===== src/rtl/m3_ctrl_pkg.sv =====
// Shared encodings and period defaults for the 3-phase motor run-sequence controller.
package m3_ctrl_pkg;

  localparam int unsigned DEF_PERIOD_W = 22;
  localparam logic [DEF_PERIOD_W-1:0] DEF_PERIOD_MIN = 22'd40;
  localparam logic [DEF_PERIOD_W-1:0] DEF_PERIOD_MAX = 22'd4000000;
  localparam logic [DEF_PERIOD_W-1:0] SIM_PERIOD_MAX = 22'd300;

  typedef enum logic [2:0] {
    IDLE     = 3'd0,
    RUN      = 3'd1,
    SLOWDOWN = 3'd2,
    DWELL    = 3'd3,
    ESTOP    = 3'd4
  } state_t;

  typedef enum logic {
    STOP = 1'b0,
    REV  = 1'b1
  } reason_t;

endpackage


===== src/rtl/m3_motor_seq_ctrl_period_cmp.sv =====
// Target clamp and hysteresis compare against the calculator's current round length.
module m3_period_cmp
  import m3_ctrl_pkg::*;
#(
  parameter int unsigned           PERIOD_W   = DEF_PERIOD_W,
  parameter logic [PERIOD_W-1:0]   PERIOD_MIN = DEF_PERIOD_MIN,
  parameter logic [PERIOD_W-1:0]   PERIOD_MAX = DEF_PERIOD_MAX
) (
  input  logic [PERIOD_W-1:0] tgt,
  input  logic [PERIOD_W-1:0] cur,
  input  logic [PERIOD_W-1:0] hyst,
  output logic                needInc,
  output logic                needDec,
  output logic                atMax
);

  logic [PERIOD_W-1:0] tgtClamp;
  logic [PERIOD_W:0]   tgtX;
  logic [PERIOD_W:0]   curX;
  logic [PERIOD_W:0]   hystX;

  always_comb begin
    if (tgt < PERIOD_MIN)      tgtClamp = PERIOD_MIN;
    else if (tgt > PERIOD_MAX) tgtClamp = PERIOD_MAX;
    else                       tgtClamp = tgt;
    // One extra bit so tgt+hyst and cur+hyst cannot wrap.
    tgtX    = {1'b0, tgtClamp};
    curX    = {1'b0, cur};
    hystX   = {1'b0, hyst};
    needInc = curX > (tgtX + hystX);
    needDec = (curX + hystX) < tgtX;
    atMax   = cur >= PERIOD_MAX;
  end

endmodule


===== src/rtl/m3_motor_seq_ctrl.sv =====
// Run-sequence controller: ramps the round calculator toward a target period, slows
// down before stop/reversal, dwells idle before restart, and handles emergency stop.
module m3_motor_seq_ctrl
  import m3_ctrl_pkg::*;
#(
  parameter int unsigned         PERIOD_W    = DEF_PERIOD_W,
  parameter logic [PERIOD_W-1:0] PERIOD_MAX  = DEF_PERIOD_MAX,
  parameter logic [PERIOD_W-1:0] PERIOD_MIN  = DEF_PERIOD_MIN,
  parameter logic [PERIOD_W-1:0] HYST        = 22'd8,
  parameter int unsigned         STOP_ROUNDS = 4,
  parameter logic [15:0]         DWELL_CYC   = 16'd1000
) (
  input  logic                clkI,
  input  logic                nRstI,
  input  logic                cmdRunI,
  input  logic                cmdDirI,
  input  logic                cmdEstopI,
  input  logic [PERIOD_W-1:0] targetPeriodI,
  input  logic [PERIOD_W-1:0] curPeriodI,
  input  logic                roundTickI,
  output logic                m3startO,
  output logic                m3forceStopO,
  output logic                m3invRotateO,
  output logic                m3speedINCo,
  output logic                m3speedDECo,
  output logic                busyO,
  output logic [2:0]          stateO
);

  localparam int unsigned        TICK_W    = $clog2(STOP_ROUNDS + 1);
  localparam logic [TICK_W-1:0]  TICK_LAST = TICK_W'(STOP_ROUNDS - 1);
  localparam logic [15:0]        DWELL_LAST = DWELL_CYC - 16'd1;

  state_t             stateQ, stateNext;
  reason_t            reasonQ, reasonNext;
  logic               invQ, invNext;
  logic [TICK_W-1:0]  tickCnt, tickNext;
  logic [15:0]        dwellCnt, dwellNext;
  logic               startNext, forceNext, incNext, decNext, busyNext;
  logic               needInc, needDec, atMax;

  m3_period_cmp #(
    .PERIOD_W   (PERIOD_W),
    .PERIOD_MIN (PERIOD_MIN),
    .PERIOD_MAX (PERIOD_MAX)
  ) uCmp (
    .tgt     (targetPeriodI),
    .cur     (curPeriodI),
    .hyst    (HYST),
    .needInc (needInc),
    .needDec (needDec),
    .atMax   (atMax)
  );

  always_ff @(posedge clkI or negedge nRstI) begin
    if (!nRstI) begin
      stateQ       <= IDLE;
      reasonQ      <= STOP;
      invQ         <= 1'b0;
      tickCnt      <= '0;
      dwellCnt     <= '0;
      m3startO     <= 1'b1;
      m3forceStopO <= 1'b0;
      m3speedINCo  <= 1'b0;
      m3speedDECo  <= 1'b0;
      busyO        <= 1'b0;
    end else begin
      stateQ       <= stateNext;
      reasonQ      <= reasonNext;
      invQ         <= invNext;
      tickCnt      <= tickNext;
      dwellCnt     <= dwellNext;
      m3startO     <= startNext;
      m3forceStopO <= forceNext;
      m3speedINCo  <= incNext;
      m3speedDECo  <= decNext;
      busyO        <= busyNext;
    end
  end

  always_comb begin
    stateNext  = stateQ;
    reasonNext = reasonQ;
    invNext    = invQ;
    tickNext   = tickCnt;
    dwellNext  = dwellCnt;
    if (cmdEstopI) begin
      stateNext = ESTOP;
      tickNext  = '0;
      dwellNext = '0;
    end else begin
      case (stateQ)
        IDLE: begin
          if (cmdRunI) begin
            stateNext = RUN;
            invNext   = cmdDirI;
          end
        end
        RUN: begin
          if (!cmdRunI) begin
            stateNext  = SLOWDOWN;
            reasonNext = STOP;
          end else if (cmdDirI != invQ) begin
            stateNext  = SLOWDOWN;
            reasonNext = REV;
          end
        end
        SLOWDOWN: begin
          // Abort is checked before tick counting so a resumed run never parks.
          if (reasonQ == STOP && cmdRunI && cmdDirI == invQ) begin
            stateNext = RUN;
            tickNext  = '0;
          end else if (!atMax) begin
            tickNext = '0;
          end else if (roundTickI) begin
            if (tickCnt == TICK_LAST) begin
              stateNext = DWELL;
              tickNext  = '0;
              dwellNext = '0;
              invNext   = cmdDirI;
            end else begin
              tickNext = tickCnt + TICK_W'(1);
            end
          end
        end
        DWELL: begin
          if (dwellCnt == DWELL_LAST) begin
            dwellNext = '0;
            if (cmdRunI) begin
              stateNext = RUN;
              invNext   = cmdDirI;
            end else begin
              stateNext = IDLE;
            end
          end else begin
            dwellNext = dwellCnt + 16'd1;
          end
        end
        ESTOP: begin
          if (!cmdRunI) stateNext = IDLE;
        end
        default: stateNext = IDLE;
      endcase
    end
  end

  // Outputs are computed from the state being entered, then registered.
  always_comb begin
    startNext = !(stateNext == RUN || stateNext == SLOWDOWN);
    forceNext = stateNext == ESTOP;
    incNext   = stateNext == RUN && needInc;
    decNext   = (stateNext == RUN && needDec) || stateNext == SLOWDOWN;
    busyNext  = stateNext != IDLE;
  end

  assign m3invRotateO = invQ;
  assign stateO       = stateQ;

endmodule

===== config.mk =====
export PLATFORM = sky130hd
export DESIGN_NAME = m3_motor_seq_ctrl
export DESIGN_NICKNAME = d
export VERILOG_FILES = /design/src/rtl/m3_ctrl_pkg.sv /design/src/rtl/m3_motor_seq_ctrl_period_cmp.sv /design/src/rtl/m3_motor_seq_ctrl.sv
export SDC_FILE = /design/constraint.sdc
export NUM_CORES = 1
export LEC_CHECK = 0
export BUFFER_PORTS_ARGS = -buffer_cell sky130_fd_sc_hd__buf_2
export CORE_UTILIZATION = 62
export CTS_CLUSTER_DIAMETER = 200
export DETAILED_ROUTE_END_ITERATION = 8
export GPL_ROUTABILITY_DRIVEN = 0
export PLACE_DENSITY = 0.87
export SETUP_SLACK_MARGIN = 0.5
export SKIP_LAST_GASP = 1
export SLEW_MARGIN = 20
export SYNTH_ARGS = -nofsm -noshare
export SYNTH_HDL_FRONTEND = slang
export SYNTH_SLANG_ARGS = --single-unit

===== constraint.sdc =====
create_clock -name clkI -period 5.1 [get_ports clkI]
set_input_delay 1.02 -clock clkI [delete_from_list [all_inputs] [get_ports clkI]]
set_output_delay 1.02 -clock clkI [all_outputs]
set_load 0.01 [all_outputs]

==> results.cfg <==
[synth]
ys.flop_type = dfrtp_1
synth_edf_count = 0
ys_seq_area_share_pct = 21.3
synth_area_leaders = dfrtp_1 (20%), ha_1 (16%), nand2_1 (5.4%), o21ai_0 (5.0%), xnor2_1 (4.9%)
avgSynthCellArea_sq_um = 8.06
synthDominantCellAreaShare_pct = 20.5
synthArstFlopShare_pct = 100
synth_fp_nets = 519
synth_largest_area_cell = dfrtp_1
synth_area_sq_um = 3420
ys.warnings.count = 0
yosys.cell_types.count = 58
synth-seq-cells = 29
synth_cells = 424

[route]
ant_nets = 0
routedWlPerCell_um = 16.9
firstDrtPassIters = 5
vias_per_cell = 6.46
drt_iter0_markers = 354
totalWireLength_um = 9410
vias = 3603
route.detailed.drc = 0

[clock_network]
cts_buffers = 5
clk_pin_slew_ns = 0.07
htreeDepth = 2
clock_path_buffers = 2
cts_tree = yes
cts_hold_buf = 0
clk_latency_ns = 0.29
cts_root_buf = clkbuf_8
clock-sinks = 29

[final_layout]
drive_gt1_share_pct = 21.1
syn2layout_area_growth_pct = 17.6
fin_cells = 558
layout_commonest_cell = buf_2
final_cell_mix = buf_2 (58), nand2_1 (49), ha_1 (44)
nets = 582
antennaDiodeCount = 0

[hold_path]
hp-class = reg -> reg
hold_depth = 1
worstHoldEndpoint = dwellCnt[7]
hp-start = dwellCnt[7]

[timing]
timing.slew.headroom_pct = 41.8
min_period_over_period_pct = 87.8
finClkSkew_ns = 0.00768
finalHoldViolCount = 0
worst_pin_slew_ns = 0.870
period_minus_slack_ns = 4.48
rsz0062_at_grt = no
slew_violations = 0
finalSetupViolations = 0
fin_tns_setup_ns = 0
fmaxAchievable_ghz = 0.223

[setup_path]
startpoint_type = input port
r2r_slack_ns = 2.59
critPathMaxFanout = 8
crit_slowest_cell = nor4_1
reg2regPathDepth = 6
path_cells = buf_2 -> nand4_1 -> nor4_1 -> a31o_2 -> a21o_1 -> ha_4 -> o211ai_4 -> nor4_4 -> mux2_2 -> ha_1 -> nand4_1 -> o211ai_1 -> nand2_1 -> a21oi_1 -> a311oi_1 -> and3b_1
path_class = in -> reg
crit_path_frequent_cell = nand4_1
r2r-start = stateO[0]
crit_path_max_incr_delay_ns = 0.57
arrival_ns = 4.66
cp.required_ns = 5.28
end_kind = flip-flop
r2r_end = dwellCnt[3]

[pwr]
peakVddDrop_v = 0.000248
power_density_nw_per_um2 = 186
p_leak_uw = 0.00190

[die]
start_util_pct = 65.7
chipHeight_um = 76.3
die-width_um = 76.3
fp.coreArea_sq_um = 5200
rows = 26
io-pin-count = 59
dieArea_sq_um = 5810

[grt]
grt_overflow = 0
grt_max_degree = 30
antenna_found_initial = 0
first_global_vias = 3245
grt.total_usage_pct = 32.2
grt_pass1_wl_um = 15100

[placement]
numPortBuffers = 58
hpwl_um = 7160
dp_cells = 546

[run]
drv_cap = 0

[outcome]
status = completed
[cells by family (layout without fill, tap and decap cells)]
| family | count (synthesis) | count (layout) | share of synthesized area (%) |
|---|---|---|---|
| simple gates | 188 | 188 | 30.3 |
| compound gates | 98 | 98 | 18.6 |
| fa+ha+maj | 46 | 46 | 16.8 |
| xor+xnor | 33 | 33 | 8.46 |
| flops | 29 | 29 | 21.3 |
| buf+inv | 25 | 89 | 3.00 |
| mux | 5 | 5 | 1.61 |
[report_power, final]
part / switching (uW) / total, uW / internal [uW]
Sequential: 7.73 / 246 / 238
Clock: 94.6 / 289 / 194
Combinational: 128 / 216 / 87.2
Total: 231 / 750 / 519
[stage by stage]
step | instance area [sq um] | worst slack, ns | hold WS (ns) | utilization [%] | total power (uW)
finish | 4020 | 0.621 | 0.522 | 77.3 | 750
global route | 4020 | 0.435 | 0.546 | 77.3 | 785
CTS | 3920 | 0.527 | 0.520 | 75.3 | 738
detailed placement | 3770 | 0.160 | 0.513 | 72.4 | 450
global placement | 3770 | 0.442 | 0.505 | 72.4 | 439
floorplan | 3420 | 0.699 | 0.471 | - | 369
[state kept, by name, summed over array words and instances, names as in the netlist]
| name | cells |
|---|---|
| stateO | 3 |
| reasonQ | 1 |
| m3speedDECo | 1 |
| m3speedINCo | 1 |
| busyO | 1 |
| m3forceStopO | 1 |
| tickCnt | 3 |
| dwellCnt | 16 |
| m3startO | 1 |
| m3invRotateO | 1 |
[worst max-delay path by stage]
stage | end | slack [ns] | from
after detailed placement | m3speedINCo | 0.16 | targetPeriodI[14]
final | m3speedINCo | 0.62 | targetPeriodI[19]
after floorplan | m3speedINCo | 0.70 | targetPeriodI[14]
after global placement | m3speedINCo | 0.44 | targetPeriodI[14]
after global routing | m3speedINCo | 0.43 | targetPeriodI[19]
after CTS | m3speedINCo | 0.53 | targetPeriodI[14]
[critical path, delay by kind of cell]
| kind | cells | cell delay, ns |
|---|---|---|
| mux | 1 | 0.38 |
| fa+ha+maj | 2 | 0.46 |
| simple gates | 6 | 1.44 |
| buf+inv | 1 | 0.16 |
| compound gates | 6 | 1.20 |
[synth_stat cells, types with 5 or more instances]
cell     count
ha_1        45
o21ai_0     34
nand3_1     18
xnor2_1     19
a21o_1       7
dfrtp_1     28
and3_1      13
nor3_1      15
and4_1       6
xor2_1      14
nand2_1     49
nor4_1       5
inv_1       18
a21oi_1     25
nand4_1     13
nor2_1      31
and2_1       5
[routing by layer]
| layer | vias up | wire length [um] | part of all wire [%] | GRT usage (%) |
|---|---|---|---|---|
| met5 | - | 0 | 0 | 0 |
| met2 | 194 | 4420 | 47 | 51.9 |
| li1 | 1691 | - | - | - |
| met1 | 1681 | 3930 | 42 | 42.8 |
| met4 | 0 | 277 | 2.9 | 10.6 |
| met3 | 37 | 783 | 8.3 | 6.59 |
[layout make-up]
| class | instances | area (sq um) |
|---|---|---|
| Tap cell | 70 | 87.6 |
| Timing Repair Buffer | 63 | 328 |
| Multi-Input combinational cell | 370 | 2680 |
| Clock buffer | 5 | 68.8 |
| Inverter | 18 | 67.6 |
| Fill cell | 384 | 1180 |
| Clock inverter | 3 | 65.1 |
| Sequential cell | 29 | 727 |
[repair_timing]
item | CTS | global route
setup buffers | 2 | 2
endpoints found under the setup margin | 1 | 1
pin swaps | 2 | 6
resized for setup | 0 | 17
Power figures use the tool's default switching activity.
